$ cat src/rtl/if_id_stage.sv
// IF/ID pipeline register: aligns BRAM data with its fetch address, stalls on load-use
// hazards through a one-entry skid buffer, and squashes wrong-path words after a taken branch.
module if_id_stage #(
  parameter int ADDR_W = 10,
  parameter int DATA_W = 32,
  parameter int CNT_W  = 16
) (
  input  logic              clock,
  input  logic              reset,
  input  logic              enable,
  input  logic [DATA_W-1:0] instruc_in,
  input  logic [ADDR_W-1:0] pc_in,
  input  logic              flush,
  input  logic              id_ex_mem_read,
  input  logic [4:0]        id_ex_rt,
  output logic              PC_write,
  output logic [DATA_W-1:0] instruc_out,
  output logic [ADDR_W-1:0] pc_plus_1_out,
  output logic              valid_out,
  output logic              id_ex_bubble,
  output logic [CNT_W-1:0]  stall_count,
  output logic [CNT_W-1:0]  flush_count
);

  typedef enum logic [1:0] {FILL, RUN, HOLD, SQUASH} state_t;

  localparam logic [ADDR_W-1:0] ADDR_ONE = 1;
  localparam logic [CNT_W-1:0]  CNT_ONE  = 1;

  state_t            state, state_next;
  logic [ADDR_W-1:0] pc_d;
  logic [DATA_W-1:0] skid_instr;
  logic [ADDR_W-1:0] skid_pc;

  logic hazard;
  logic ld_fetch, ld_skid, ld_nop, cap_skid, cnt_stall, cnt_flush;

  assign hazard = valid_out & id_ex_mem_read & (id_ex_rt != 5'd0) &
                  ((id_ex_rt == instruc_out[25:21]) | (id_ex_rt == instruc_out[20:16]));

  always_comb begin
    state_next   = state;
    PC_write     = 1'b0;
    id_ex_bubble = 1'b0;
    ld_fetch     = 1'b0;
    ld_skid      = 1'b0;
    ld_nop       = 1'b0;
    cap_skid     = 1'b0;
    cnt_stall    = 1'b0;
    cnt_flush    = 1'b0;
    if (!enable) begin
      // Frozen, but the word on the BRAM bus must still be parked or it is lost.
      if (state == RUN) begin
        cap_skid   = 1'b1;
        state_next = HOLD;
      end
    end else if (flush) begin
      ld_nop     = 1'b1;
      PC_write   = 1'b1;
      cnt_flush  = 1'b1;
      state_next = SQUASH;
    end else begin
      case (state)
        FILL: begin
          ld_nop     = 1'b1;
          PC_write   = 1'b1;
          state_next = RUN;
        end
        RUN: begin
          if (hazard) begin
            cap_skid     = 1'b1;
            id_ex_bubble = 1'b1;
            cnt_stall    = 1'b1;
            state_next   = HOLD;
          end else begin
            ld_fetch = 1'b1;
            PC_write = 1'b1;
          end
        end
        HOLD: begin
          if (hazard) begin
            id_ex_bubble = 1'b1;
            cnt_stall    = 1'b1;
          end else begin
            // Drain: the BRAM re-presents the following word next cycle.
            ld_skid    = 1'b1;
            PC_write   = 1'b1;
            state_next = RUN;
          end
        end
        SQUASH: begin
          ld_nop     = 1'b1;
          PC_write   = 1'b1;
          state_next = RUN;
        end
        default: state_next = FILL;
      endcase
    end
    if (reset) begin
      PC_write     = 1'b0;
      id_ex_bubble = 1'b0;
    end
  end

  always_ff @(posedge clock or posedge reset) begin
    if (reset) begin
      state         <= FILL;
      pc_d          <= '0;
      skid_instr    <= '0;
      skid_pc       <= '0;
      instruc_out   <= '0;
      pc_plus_1_out <= '0;
      valid_out     <= 1'b0;
      stall_count   <= '0;
      flush_count   <= '0;
    end else begin
      state <= state_next;
      if (enable) pc_d <= pc_in;
      if (cap_skid) begin
        skid_instr <= instruc_in;
        skid_pc    <= pc_d;
      end
      if (ld_nop) begin
        instruc_out   <= '0;
        pc_plus_1_out <= '0;
        valid_out     <= 1'b0;
      end else if (ld_fetch) begin
        instruc_out   <= instruc_in;
        pc_plus_1_out <= pc_d + ADDR_ONE;
        valid_out     <= 1'b1;
      end else if (ld_skid) begin
        instruc_out   <= skid_instr;
        pc_plus_1_out <= skid_pc + ADDR_ONE;
        valid_out     <= 1'b1;
      end
      if (cnt_stall && (stall_count != '1)) stall_count <= stall_count + CNT_ONE;
      if (cnt_flush && (flush_count != '1)) flush_count <= flush_count + CNT_ONE;
    end
  end

endmodule

$ cat config.mk
export PLATFORM = sky130hd
export DESIGN_NAME = if_id_stage
export DESIGN_NICKNAME = d
export VERILOG_FILES = /design/src/rtl/if_id_stage.sv
export SDC_FILE = /design/constraint.sdc
export NUM_CORES = 1
export LEC_CHECK = 0
export CORE_MARGIN = 2
export CORE_UTILIZATION = 50
export DETAILED_ROUTE_END_ITERATION = 6
export PLACE_DENSITY_LB_ADDON = 0.05
export SYNTH_ARGS = -nofsm -noshare
export SYNTH_HDL_FRONTEND = slang
export SYNTH_SLANG_ARGS = --single-unit
$ cat constraint.sdc
create_clock -name clock -period 12.7 [get_ports clock]
set_input_delay 1.905 -clock clock [delete_from_list [all_inputs] [get_ports clock]]
set_output_delay 1.905 -clock clock [all_outputs]
set_load 0.1 [all_outputs]
After elaboration in Yosys (flattened, before gate mapping):

Index checks and enable logic that the tools add are counted.

* bits in registers: 129
* bits in latches: 0
* RAM bits: 0
* bits in read-only memories: 0
* bits of input ports: 52
* output and inout bits: 77
* word-level logic and storage cells: 75
* memories kept: 0

* add/subtract/negate cells: 4
* multipliers: 0
* divide/modulo/power cells: 0
* $lt $le $gt $ge: 0
* equality and inequality tests: 9
* shifts and indexed selects: 0
* multiplexer cells: 40
* bitwise gates (word level): 4
* reductions and logical operators: 9

Operator list (number)
* 32-bit two-way mux: 3
* 16-bit by 1-bit adder with 16-bit output, second input constant: 2
* 16-bit inequality test, second input constant: 2
* 10-bit two-way mux: 3
* 1-bit two-way mux: 27
* 10-bit by 1-bit adder with 10-bit output, second input constant: 2
* 5-bit equality test: 2
* 2-bit two-way mux: 5
* 4-bit inequality test, second input constant: 2
* 2-bit case mux with 3 select lines: 1
* 5-bit nonzero test: 1
* 2-bit equality test, second input constant: 2
* 2-bit OR reduction: 2
* 1-bit AND: 3
* 3-bit AND reduction: 1
* 3-bit nonzero test: 1
* 2-bit by 1-bit equality test with 1-bit output, second input constant: 1
* 1-bit logical AND: 2
* 2-bit logical NOT: 1
* 1-bit case mux with 2 select lines: 1
* 2-bit nonzero test: 1
* 1-bit bitwise OR: 1

Logic depth before layout (Yosys ltp):

* word-level depth: 10
* gate-level depth with buffers: 13
* mapped depth without buffers: 11

Worst setup path before layout:

Ideal clock, no wire load.

* kind: in2out
* start: input port reset
* end: output port PC_write
* arrival: 5.733 ns
* required time: 10.795 ns
* slack: 5.062 ns
* stages: 2
* path buffers: 0
* path through: inv_1 -> o311a_1

* longest elaborated chain between the ends: 1

Ends and longest elaborated chain
* from (decl): RTL line 9 `input logic reset,`
* 1-bit two-way mux: RTL line 99 `if (reset) begin`
* to (decl): RTL line 16 `output logic PC_write,`

No other way between the ends.

Worst setup path in the final report:

* start: input port enable
* end: output port id_ex_bubble

* longest elaborated chain between the ends: 2

Ends and longest elaborated chain
* from (decl): RTL line 10 `input logic enable,`
* 1-bit two-way mux: RTL line 51 `if (!enable) begin`
* 1-bit two-way mux: RTL line 99
* to (decl): RTL line 20 `output logic id_ex_bubble,`

No other way between the ends.

==> results.toml <==
[clock_network]
clk_path_buf_depth = 2
cts_root_buffer = "clkbuf_16"
holdBufCountCts = 0
clk_latency_ns = 0.42
cts_num_sinks = 129
cts_resized = 0
postCtsSetupBuffers = 0
cts.clk_slew.worst_paths_ns = 0.05
cts_tree = "built"
h-tree-depth = 4
cts_buffers = 17

[global_routing]
grt_max_degree = 83
grt_pass1_wl_um = 23200
globalRouteTotalUtil = 0.228
antenna_found_initial = 0
overflow = 0
grt_pass1_vias = 4585

[detailed_routing]
initialDrtViolationCount = 298
route.detailed.drc = 0
routedWlPerCell_um = 17.8
via_per_inst = 5.63
vias = 4340
totalWireLength_um = 13700
drtAntennaViolNets = 0
drt_first_pass_iters = 4

[sta]
relSlewSlack = 0.281
hold_viol = 0
rsz0062_at_grt = "no"
fmax_ghz = 0.145
tns_ns = 0
timing.final.crit_share = 0.544
setup-violations-final = 0
finalHoldWorstSlack_ns = 0.484
slew_violations = 0
skew_ns = 0.00739
worst_pin_slew_ns = 1.07
min_period_ns = 6.91

[synthesis]
syn_avg_cell_area_um2 = 12.4
synth_fp_nets = 543
synth-edff-count = 0
synth-warning-count = 0
synthCells = 486
ys_ff_latch = 129
synth_top_area_share = 0.534
async_reset_ff_frac = 1.00
synthDistinctLibCells = 44
ys_top_cells_by_area = "dfrtp_1 53%, mux2_2 11%, mux2i_1 6.5%, o2bb2ai_1 4.8%, xnor2_1 4.6%"
synth_area_um2 = 6040
ys_seq_area_frac = 0.534
synth_top_cell_by_area = "dfrtp_1"
synth_ff_type = "dfrtp_1"

[job]
max_cap_violations = 0

[placement]
gp_congestion = 0.823
portBuffers = 128
dp_cells = 742
dp_hpwl_um = 9210

[die]
dieArea_um2 = 13000
die_y_um = 114
fp.coreArea_um2 = 11900
pin_count = 129
die_w_um = 114
rows = 40
start_util = 0.507

[worst_hold_path]
hold_path_class = "flip-flop to flip-flop"

[worst_setup_path]
critPathBufInv = 2
slowest_delay_ns = 1.17
crit_arrival_ns = 5.01
path_cells = "clkdlybuf4s50_1 -> nor2b_1 -> nor2b_1 -> nor3b_1 -> clkdlybuf4s50_1"
endpoint_kind = "output port"
crit_type = "primary input to output port"
slowest_stage = "clkdlybuf4s50_1"
path_max_fanout = 20
cpLargestDelayFamily = "buffers and inverters"
cp_data_required_time_ns = 10.80
cp-start-kind = "primary input"

[status]
status = "complete, no violations"

[power_and_ir_drop]
vdd_drop_max_v = 0.000108
power_density_nw_per_um2 = 189
leakagePower_uw = 0.00335
total_power_uw = 1510

[cells_and_area]
final_core_util = 0.671
stdcell_count = 771
drive_gt1_frac = 0.151
area.growth.synth_to_final_pct = 32.3
diodes = 0
fin_nets = 671
fillers = 932
[final timing paths]
check	from	endpoint	slack (ns)	cells past startpoint
hold / removal	instruc_out[13]	instruc_out[13]	0.48	1
max in group asynchronous	reset	skid_instr[12]	9.26	3
setup / recovery	enable	id_ex_bubble	5.79	5
hold reg to reg	instruc_out[13]	instruc_out[13]	0.48	1
min in group asynchronous	reset	flush_count[6]	1.96	2
setup reg to reg	state[1]	pc_plus_1_out[8]	9.61	11
[flip-flops by register name, indices dropped and copies added (netlist names)]
| name | count |
|---|---|
| instruc_out | 32 |
| skid_instr | 32 |
| flush_count | 16 |
| stall_count | 16 |
| pc_d | 10 |
| pc_plus_1_out | 10 |
| skid_pc | 10 |
| state | 2 |
| valid_out | 1 |
[power breakdown]
part | internal (uW) | switching, uW
Sequential | 498 | 68.5
Clock | 311 | 166
Combinational | 169 | 298
Total | 978 | 533
[layout make-up]
| type | count | area [um2] | area share |
|---|---|---|---|
| Tap cell | 147 | 184 | 0.0230 |
| Timing Repair Buffer | 132 | 1310 | 0.164 |
| Sequential cell | 129 | 3230 | 0.404 |
| Clock buffer | 24 | 502 | 0.0628 |
| Clock inverter | 5 | 77.6 | 0.00970 |
| Multi-Input combinational cell | 321 | 2640 | 0.330 |
| Inverter | 13 | 51.3 | 0.00642 |
[placed cells by master, fill, tap and decap left out, types with 3 or more instances in the layout]
master,count
a21oi_1,3
a22o_1,7
a31oi_1,3
and2_1,3
and4_1,5
buf_4,4
clkbuf_16,17
clkbuf_8,5
clkdlybuf4s50_1,128
dfrtp_1,129
ha_1,5
inv_1,12
mux2_2,57
mux2i_1,39
nand2_1,24
nand3_1,16
nand4_1,14
nor2_1,18
nor2b_1,4
nor3_1,8
nor4_1,4
o21ai_0,3
o2bb2ai_1,33
o31a_1,3
xnor2_1,32
xor2_1,20
[per-layer routing]
layer,track usage,part of all wire,vias up
li1,-,-,2020
met1,0.304,0.45,2195
met4,0.0894,0.017,0
met5,0,0,-
met3,0.0441,0.050,19
met2,0.371,0.48,106
[per-stage QoR]
stage,setup WS [ns],cell area (um2)
after floorplan,5.06,6040
after global placement,5.87,7420
after detailed placement,5.75,7420
after CTS,5.76,8000
after global routing,5.58,8000
final,5.79,8000
[cell usage after synthesis (all sizes together) (4+ instances only)]
library cell	instances
xnor2	32
nor3	8
nor2b	4
and4	5
dfrtp	129
mux2i	39
mux2	57
inv	13
xor2	20
nor4	4
clkbuf	11
nand3	16
o2bb2ai	33
a22o	7
nor2	18
ha	5
buf	12
nand4	14
a21oi	5
nand2	25
[worst reg2reg max path, delay by kind of cell, from the launching register on]
kind                       cells  cell delay, ns
muxes                          2            0.51
adders and majority gates      2            0.57
xor gates and xnor gates       1            0.15
and+or+nand+nor                3            0.62
AOI/OAI and AO/OA              2            0.66
DFF                            1            0.39
buffers and inverters          1            0.08
[cells by family after synthesis]
logic type | Yosys count | share of synthesized area
multiplexers | 96 | 0.171
flip-flops | 129 | 0.534
adder cells (fa/ha/maj) | 5 | 0.0104
XOR/XNOR | 52 | 0.0754
AND/OR/NAND/NOR | 101 | 0.0845
AO/OA/AOI/OAI | 67 | 0.0942
buffers and inverters | 36 | 0.0304
Note: power is estimated with default switching activity, not from simulation.
